`src/rtl/msdap_pkg.sv`:
```
// Shared constants for the rj memory bank: default geometry and channel ids.
package msdap_pkg;

  localparam int DATA_W_DEFAULT = 16;
  localparam int DEPTH_DEFAULT  = 16;

  localparam logic CH_L = 1'b0;
  localparam logic CH_R = 1'b1;

endpackage

```
`src/rtl/rj_channel_mem.sv`:
```
// One channel of rj storage: a DEPTH x DATA_W array filled in order by a
// non-wrapping write pointer, plus the flag that marks the channel as full.
module rj_channel_mem
  import msdap_pkg::*;
#(
  parameter int DATA_W = DATA_W_DEFAULT,
  parameter int DEPTH  = DEPTH_DEFAULT,
  parameter int ADDR_W = $clog2(DEPTH)
) (
  input  logic              clk,
  input  logic              clear,
  input  logic              reload,
  input  logic              wr_req,
  input  logic [DATA_W-1:0] wr_data,
  input  logic [ADDR_W-1:0] rd_addr,
  output logic [DATA_W-1:0] rd_word,
  output logic              load_done
);

  // Pointer value of the final slot; accepting a write here fills the channel.
  localparam logic [ADDR_W:0] LAST_PTR = (ADDR_W + 1)'(DEPTH - 1);

  logic [DATA_W-1:0] mem_r [DEPTH];
  logic [ADDR_W:0]   ptr_r;
  logic              done_r;
  logic              accept_s;

  // A write lands only while the channel is still loading and no clear or reload overrides it.
  always_comb begin
    accept_s = 1'b0;
    if (wr_req && !done_r && !reload && !clear) begin
      accept_s = 1'b1;
    end else begin
      accept_s = 1'b0;
    end
  end

  // Write pointer and full flag; the pointer stops at DEPTH because a full channel accepts nothing.
  always_ff @(posedge clk) begin
    if (clear) begin
      ptr_r  <= '0;
      done_r <= 1'b0;
    end else if (reload) begin
      ptr_r  <= '0;
      done_r <= 1'b0;
    end else if (accept_s) begin
      ptr_r <= ptr_r + (ADDR_W + 1)'(1);
      if (ptr_r == LAST_PTR) begin
        done_r <= 1'b1;
      end
    end
  end

  // Storage array, deliberately not reset so contents survive clear and reload.
  always_ff @(posedge clk) begin
    if (accept_s) begin
      mem_r[ptr_r[ADDR_W-1:0]] <= wr_data;
    end
  end

  // Asynchronous array read; the top registers it, giving read-before-write on a shared address.
  always_comb begin
    rd_word = mem_r[rd_addr];
  end

  assign load_done = done_r;

endmodule

```
`src/rtl/rj_memory_bank.sv`:
```
// Two-channel rj memory bank: steers writes to the left/right channel, muxes
// reads into a one-cycle registered port and tracks rejected writes.
module rj_memory_bank
  import msdap_pkg::*;
#(
  parameter int DATA_W = DATA_W_DEFAULT,
  parameter int DEPTH  = DEPTH_DEFAULT,
  parameter int ADDR_W = $clog2(DEPTH)
) (
  input  logic              Sclk,
  input  logic              Clear,
  input  logic              reload,
  input  logic              wr_en,
  input  logic              wr_ch,
  input  logic [DATA_W-1:0] wr_data,
  input  logic              rd_en,
  input  logic              rd_ch,
  input  logic [ADDR_W-1:0] rd_addr,
  output logic [DATA_W-1:0] rd_data,
  output logic              rd_valid,
  output logic [1:0]        load_done,
  output logic              overflow
);

  logic [1:0]        wr_req_s;
  logic [DATA_W-1:0] word_l_s;
  logic [DATA_W-1:0] word_r_s;
  logic [DATA_W-1:0] rd_next_s;
  logic [1:0]        done_s;
  logic [DATA_W-1:0] rd_data_r;
  logic              rd_valid_r;
  logic              overflow_r;

  // Route the write strobe to the selected channel only.
  always_comb begin
    wr_req_s = 2'b00;
    if (wr_en) begin
      if (wr_ch == CH_R) begin
        wr_req_s = 2'b10;
      end else begin
        wr_req_s = 2'b01;
      end
    end else begin
      wr_req_s = 2'b00;
    end
  end

  rj_channel_mem #(
    .DATA_W (DATA_W),
    .DEPTH  (DEPTH),
    .ADDR_W (ADDR_W)
  ) u_mem_l (
    .clk       (Sclk),
    .clear     (Clear),
    .reload    (reload),
    .wr_req    (wr_req_s[0]),
    .wr_data   (wr_data),
    .rd_addr   (rd_addr),
    .rd_word   (word_l_s),
    .load_done (done_s[0])
  );

  rj_channel_mem #(
    .DATA_W (DATA_W),
    .DEPTH  (DEPTH),
    .ADDR_W (ADDR_W)
  ) u_mem_r (
    .clk       (Sclk),
    .clear     (Clear),
    .reload    (reload),
    .wr_req    (wr_req_s[1]),
    .wr_data   (wr_data),
    .rd_addr   (rd_addr),
    .rd_word   (word_r_s),
    .load_done (done_s[1])
  );

  // Select the read channel; a channel that is still loading reads as zero.
  always_comb begin
    rd_next_s = '0;
    if (rd_ch == CH_R) begin
      if (done_s[1]) begin
        rd_next_s = word_r_s;
      end else begin
        rd_next_s = '0;
      end
    end else begin
      if (done_s[0]) begin
        rd_next_s = word_l_s;
      end else begin
        rd_next_s = '0;
      end
    end
  end

  // Registered read port: valid for one cycle per request, data held between reads.
  always_ff @(posedge Sclk) begin
    if (Clear) begin
      rd_data_r  <= '0;
      rd_valid_r <= 1'b0;
    end else if (rd_en) begin
      rd_data_r  <= rd_next_s;
      rd_valid_r <= 1'b1;
    end else begin
      rd_valid_r <= 1'b0;
    end
  end

  // Sticky overflow: set by a write to a full channel unless reload wins the same cycle.
  always_ff @(posedge Sclk) begin
    if (Clear) begin
      overflow_r <= 1'b0;
    end else if (reload) begin
      overflow_r <= 1'b0;
    end else if (wr_en && done_s[wr_ch]) begin
      overflow_r <= 1'b1;
    end
  end

  assign rd_data   = rd_data_r;
  assign rd_valid  = rd_valid_r;
  assign load_done = done_s;
  assign overflow  = overflow_r;

endmodule

```
`config.mk`:
```
export PLATFORM = sky130hd
export DESIGN_NAME = rj_memory_bank
export DESIGN_NICKNAME = d
export VERILOG_FILES = /design/src/rtl/msdap_pkg.sv /design/src/rtl/rj_channel_mem.sv /design/src/rtl/rj_memory_bank.sv
export SDC_FILE = /design/constraint.sdc
export NUM_CORES = 1
export LEC_CHECK = 0
export CAP_MARGIN = 10
export CORE_MARGIN = 2
export CORE_UTILIZATION = 61
export DETAILED_ROUTE_END_ITERATION = 8
export GPL_TIMING_DRIVEN = 0
export PLACE_DENSITY = 0.82
export SYNTH_ARGS = -nofsm -noshare
export SYNTH_HDL_FRONTEND = slang
export SYNTH_SLANG_ARGS = --single-unit
```
`constraint.sdc`:
```
create_clock -name Sclk -period 3.45 [get_ports Sclk]
set_input_delay 0.345 -clock Sclk [delete_from_list [all_inputs] [get_ports Sclk]]
set_output_delay 0.345 -clock Sclk [all_outputs]
set_load 0.03 [all_outputs]
```
* Yosys cells after proc, flatten, opt, wreduce, memory -nomap -nowiden
Memories as Yosys holds them, arrays and structs flattened.
Index checks and enable logic that the tools add are counted.
** Storage, ports and cells
- Bits in registers :: 30
- Memory bits (writable) :: 512
- Output and inout port bits :: 20
- Memories kept :: 2
** Memory list
- u_mem_l.mem_r :: depth 16, width 16, rd ports 1, clocked after Yosys merged registers in 0, write ports 1, RTL line rj_channel_mem.sv:23 : logic [DATA_W-1:0] mem_r [DEPTH];
- u_mem_r.mem_r :: depth 16, width 16, rd ports 1, clocked after Yosys merged registers in 0, write ports 1, RTL line rj_channel_mem.sv:23
** Cells by class
- $add $sub $neg :: 2
- Order comparisons :: 1
- Eq/ne operators :: 2
- Muxes and demuxes :: 14
- Reductions and logical operators :: 14
** Operators by type and width (number)
- 16-bit 2-to-1 mux :: 3
- 5-bit by 1-bit adder with 5-bit output, second input constant :: 2
- 5-bit by 4-bit == test with 1-bit output, second input constant :: 2
- 1-bit 2-to-1 mux :: 9
- 1-bit logical AND :: 7
- 1-bit logical NOT :: 4
- 2-bit 2-to-1 mux :: 2
- 2-bit AND reduction :: 2
- 1-bit by 2-bit < comparator with 1-bit output, second input constant :: 1
- 2-bit OR reduction :: 1

* Logic depth before layout (Yosys ltp)
- Depth in word-level cells :: 8
- Mapped depth :: 9
- Mapped depth without buffers :: 6

* Hierarchy
Synthesis repeated with hierarchy kept, for this count alone.
** Second synthesis, totals
- Cells, all modules :: 992
- Area total of the unflattened synthesis :: 20893.8 um2
** Modules (own cells, without submodules)
- rj_channel_mem :: times used 2, cells an instance 454, area each 10003.3 um2, sequential area each 7807.5 um2
- rj_memory_bank :: times used 1, cells an instance 84, area each 887.1 um2, sequential area each 360.3 um2

* Least setup slack after synthesis
Ideal clock, no wire load.
- Path type :: input to register
- From :: in Clear
- To :: mem u_mem_l.mem_r[3][0] in the netlist's numbering (enable)
- Data arrival time :: 2.590 ns
- Data required time :: 3.041 ns
- Slack :: 0.451 ns
- Stages on the path :: 6
- Path buffers :: 3
- Path through :: buf_2 -> or2_1 -> buf_2 -> or4_1 -> clkbuf_1 -> nor3_1
** On the way
- Cells in the longest elaborated chain, start to end :: 5
** Ends and longest elaborated chain
- start: declaration :: RTL line rj_memory_bank.sv:11 : input logic Clear,
- 1-bit logical NOT :: RTL line rj_channel_mem.sv:31 : if (wr_req && !done_r && !reload && !clear) begin
- 1-bit logical AND :: RTL line rj_channel_mem.sv:31
- 1-bit 2-to-1 mux :: RTL line rj_channel_mem.sv:31
- 1-bit 2-to-1 mux :: RTL line rj_channel_mem.sv:56 : if (accept_s) begin
- 1-bit 2-to-1 mux (implied by the code) :: RTL line rj_channel_mem.sv:57 : mem_r[ptr_r[ADDR_W-1:0]] <= wr_data;
- end: declaration :: RTL line rj_channel_mem.sv:23
Every way passes these cells.

* Worst setup path after layout
- From :: in reload
- To :: mem u_mem_l.mem_r[1][6] in the netlist's numbering (enable)
** On the way
- Cells in the longest elaborated chain, start to end :: 6
** Ends and longest elaborated chain
- start: declaration :: RTL line rj_memory_bank.sv:12 : input logic reload,
- 1-bit logical NOT :: RTL line rj_channel_mem.sv:31
- 1-bit logical AND (2 in series) :: RTL line rj_channel_mem.sv:31
- 1-bit 2-to-1 mux :: RTL line rj_channel_mem.sv:31
- 1-bit 2-to-1 mux :: RTL line rj_channel_mem.sv:56
- 1-bit 2-to-1 mux (implied by the code) :: RTL line rj_channel_mem.sv:57
Every way passes these cells.

==> run_results.csv <==
group,metric,value,unit
outcome,status,"completed",
synth,syn-cell-area,0.0210,sq mm
worst_setup_path,critPathMostFrequentCell,"nor3_2",
route,via_per_inst,6.80,
synth,syn-num-nets,1097,
worst_setup_path,crit_buf_inv,3,
route,wl_per_cell,31.1,microns
synth,yosys_warnings,0,
placed_design,gp_congestion,0.873,
sta,hold_viol_final,0,
clocking,clk_latency,0.56,ns
power,ir_drop,361,uV
clocking,post-cts-setup-buffer-count,0,
clocking,ctsHoldBuffers,0,
sta,clock_skew,0.0163,ns
power,power.density,544,mW/mm^2
route,routed_wl,52.3,mm
route,drc,0,
clocking,cts_tree,"done",
sta,maxSlewViolCount,0,
cells_and_area,diodes,0,
floorplanning,fp.coreArea,0.0343,sq mm
worst_setup_path,critPathLaunchType,"input pin",
sta,fmax,354,MHz
power,leakagePower,0.00778,uW
route,drt_iter0_drc,1635,
route,first_pass_iters,5,
clocking,clock-sinks,542,
floorplanning,die_w,190,microns
worst_setup_path,cpPeakStageDelay,0.82,ns
synth,postSynthAreaPerCell,19.8,sq um
sta,worst_pin_slew,1.29,ns
clocking,clockRootBuffer,"clkbuf_16",
sta,rsz0062_at_grt,"no",
worst_setup_path,crit_fanout,9,
placed_design,port_buffers,43,
clocking,cts_buffers,49,
synth,yosysUniqueCellTypes,40,
global_route,grt_pass1_wl,72.5,mm
route,num_vias,11400,
floorplanning,die_area,0.0360,sq mm
route,ant_nets,0,
worst_setup_path,crit_arrival,3.09,ns
worst_setup_path,crit_family,"simple AND/OR/NAND/NOR gates",
synth,syn_inst,1060,
floorplanning,boundaryPins,47,
floorplanning,start_util,61.4,%
worst_hold_path,min_path_type,"input pin to flop",
synth,ys_seq_elements,542,
sta,setup_viol,0,
global_route,antenna_found_initial,0,
global_route,grtUsageTotal,28.2,%
placed_design,place_area,0.0225,sq mm
cells_and_area,final_util,70.6,%
job,maxCapViolations,0,
synth,yosysSeqAreaShare,75.9,%
floorplanning,fp-row-count,68,
worst_setup_path,required,3.71,ns
sta,post-route-min-period,2.83,ns
clocking,cts_max_path_buffers,3,
floorplanning,fp.dieH,190,microns
cells_and_area,finish.instance_area,0.0242,sq mm
worst_setup_path,slowest_stage,"nor3_2",
global_route,grt_max_degree,33,
placed_design,dpl.hpwl,30.6,mm
worst_setup_path,worstSetupEndpointType,"flop",
worst_setup_path,critical_path.cell_chain,"clkdlybuf4s50_1 -> or2_1 -> buf_2 -> nor3_2 -> nand2_1 -> nor3_2 -> buf_6",
sta,max-slew-margin-rel,13.4,%
worst_setup_path,critPathKind,"input pin to flop",
global_route,grt-ovfl-total,0,
sta,finalCritPeriodShare,81.9,%
cells_and_area,layout.nets,1225,
clocking,cts_resized,0,
cells_and_area,drive_gt1_share,23.0,%
global_route,grt_pass1_vias,11300,
cells_and_area,area_growth,15.1,%
clocking,htree_num_levels,2,
clocking,path_clk_slew,0.07,ns
power by group:
group / switching (uW) / leakage (uW) / internal, uW
combinational: 400 / 0.00217 / 260
sequential: 13.0 / 0.00485 / 7210
clock: 2290 / 0.000760 / 3020
total: 2700 / 0.00778 / 10500
metal layers:
layer / part of all wire (%) / vias to the layer above / GRT usage [%]
li1: - / 4553 / -
met1: 36 / 5883 / 38.7
met2: 49 / 844 / 45.4
met3: 11 / 131 / 4.52
met4: 4.4 / 0 / 13.1
met5: 0 / - / 0
placed cells by master (no fill, tap or decap), drive strengths merged, types with 2 or more instances in the layout:
| master | instances |
|---|---|
| edfxtp | 512 |
| xor2 | 3 |
| buf | 80 |
| mux2i | 66 |
| a41oi | 16 |
| bufinv | 4 |
| clkdlybuf4s50 | 38 |
| nand2b | 6 |
| ha | 10 |
| a22oi | 48 |
| nor3 | 9 |
| clkinv | 18 |
| o21bai | 16 |
| and3 | 2 |
| nand2 | 60 |
| nand3 | 2 |
| a21o | 16 |
| inv | 9 |
| and2 | 3 |
| dfxtp | 30 |
| mux4 | 96 |
| a21oi | 2 |
| nor2b | 5 |
| xnor2 | 3 |
| nand4 | 17 |
| nor2 | 39 |
| mux2 | 16 |
| clkbuf | 89 |
tightest hold or removal path, stage by stage:
cell and delay [ns]:
buf_2 0.22, o21bai_1 0.15, a41oi_1 0.04
worst paths after layout:
| path | from | end | slack [ns] | cells after the start |
|---|---|---|---|---|
| setup / recovery | reload | u_mem_l.mem_r[1][6]$_DFFE_PP_ | 0.62 | 7 |
| hold reg to reg | overflow$_SDFFE_PP0P_ | overflow$_SDFFE_PP0P_ | 0.48 | 2 |
| hold / removal | Clear | rd_data[5]$_SDFFE_PP0P_ | 0.25 | 3 |
| setup reg to reg | u_mem_r.load_done$_SDFFE_PP0P_ | u_mem_r.mem_r[1][6]$_DFFE_PP_ | 0.65 | 6 |
registers in the layout, indices dropped and copies added (netlist names):
signal / count
u_mem_r.ptr_r: 5
u_mem_r.load_done: 1
rd_valid: 1
u_mem_l.load_done: 1
u_mem_l.ptr_r: 5
rd_data: 16
overflow: 1
u_mem_r.mem_r: 256
u_mem_l.mem_r: 256
logic make-up after synthesis:
group	Yosys count	synth area share, %
DFF	542	75.9
muxes	178	14.3
and+or+nand+nor	148	3.21
AOI/OAI and AO/OA	102	3.69
buffers and inverters	74	2.04
adders and majority gates	10	0.595
xor gates and xnor gates	6	0.250
final cells by class:
| class | count | area [sq um] |
|---|---|---|
| Buffer | 66 | 399 |
| Clock buffer | 64 | 1340 |
| Clock inverter | 23 | 208 |
| Fill cell | 1893 | 10100 |
| Inverter | 8 | 30.0 |
| Multi-Input combinational cell | 444 | 4730 |
| Sequential cell | 542 | 16000 |
| Tap cell | 455 | 569 |
| Timing Repair Buffer | 77 | 966 |
synth_stat cells, drive strengths merged:
library cell	n	area (sq um)
a211oi	1	7.51
a21o	16	120
a21oi	2	10.0
a22oi	48	360
a31oi	1	6.26
a41oi	16	140
and2	3	18.8
and3	2	12.5
and3b	1	8.76
buf	41	305
clkbuf	25	93.8
dfxtp	30	601
edfxtp	512	15400
ha	10	125
inv	8	30.0
mux2	16	180
mux2i	66	661
mux4	96	2160
nand2	60	225
nand2b	6	37.5
nand3	2	10.0
nand3b	1	7.51
nand4	17	106
nor2	39	146
nor2b	5	31.3
nor3	9	50.1
nor4	1	6.26
o21ai	1	5.00
o21bai	16	120
o31ai	1	7.51
or2	1	6.26
or4	1	7.51
xnor2	3	26.3
xor2	3	26.3
through the flow:
step | total power, uW | std cells | worst slack [ns] | hold WS [ns] | TNS (ns)
after floorplan | 7700 | 1060 | 0.451 | 0.435 | 0
after global placement | 7950 | 1558 | -0.884 | 0.449 | -110.37
after detailed placement | 7970 | 1583 | 0.190 | 0.467 | 0
after CTS | 13100 | 1670 | 0.687 | 0.231 | 0
after global routing | 13500 | 1679 | 0.542 | 0.268 | 0
final | 13200 | 1679 | 0.624 | 0.253 | 0
No activity file was read; power rests on OpenSTA's default activity.
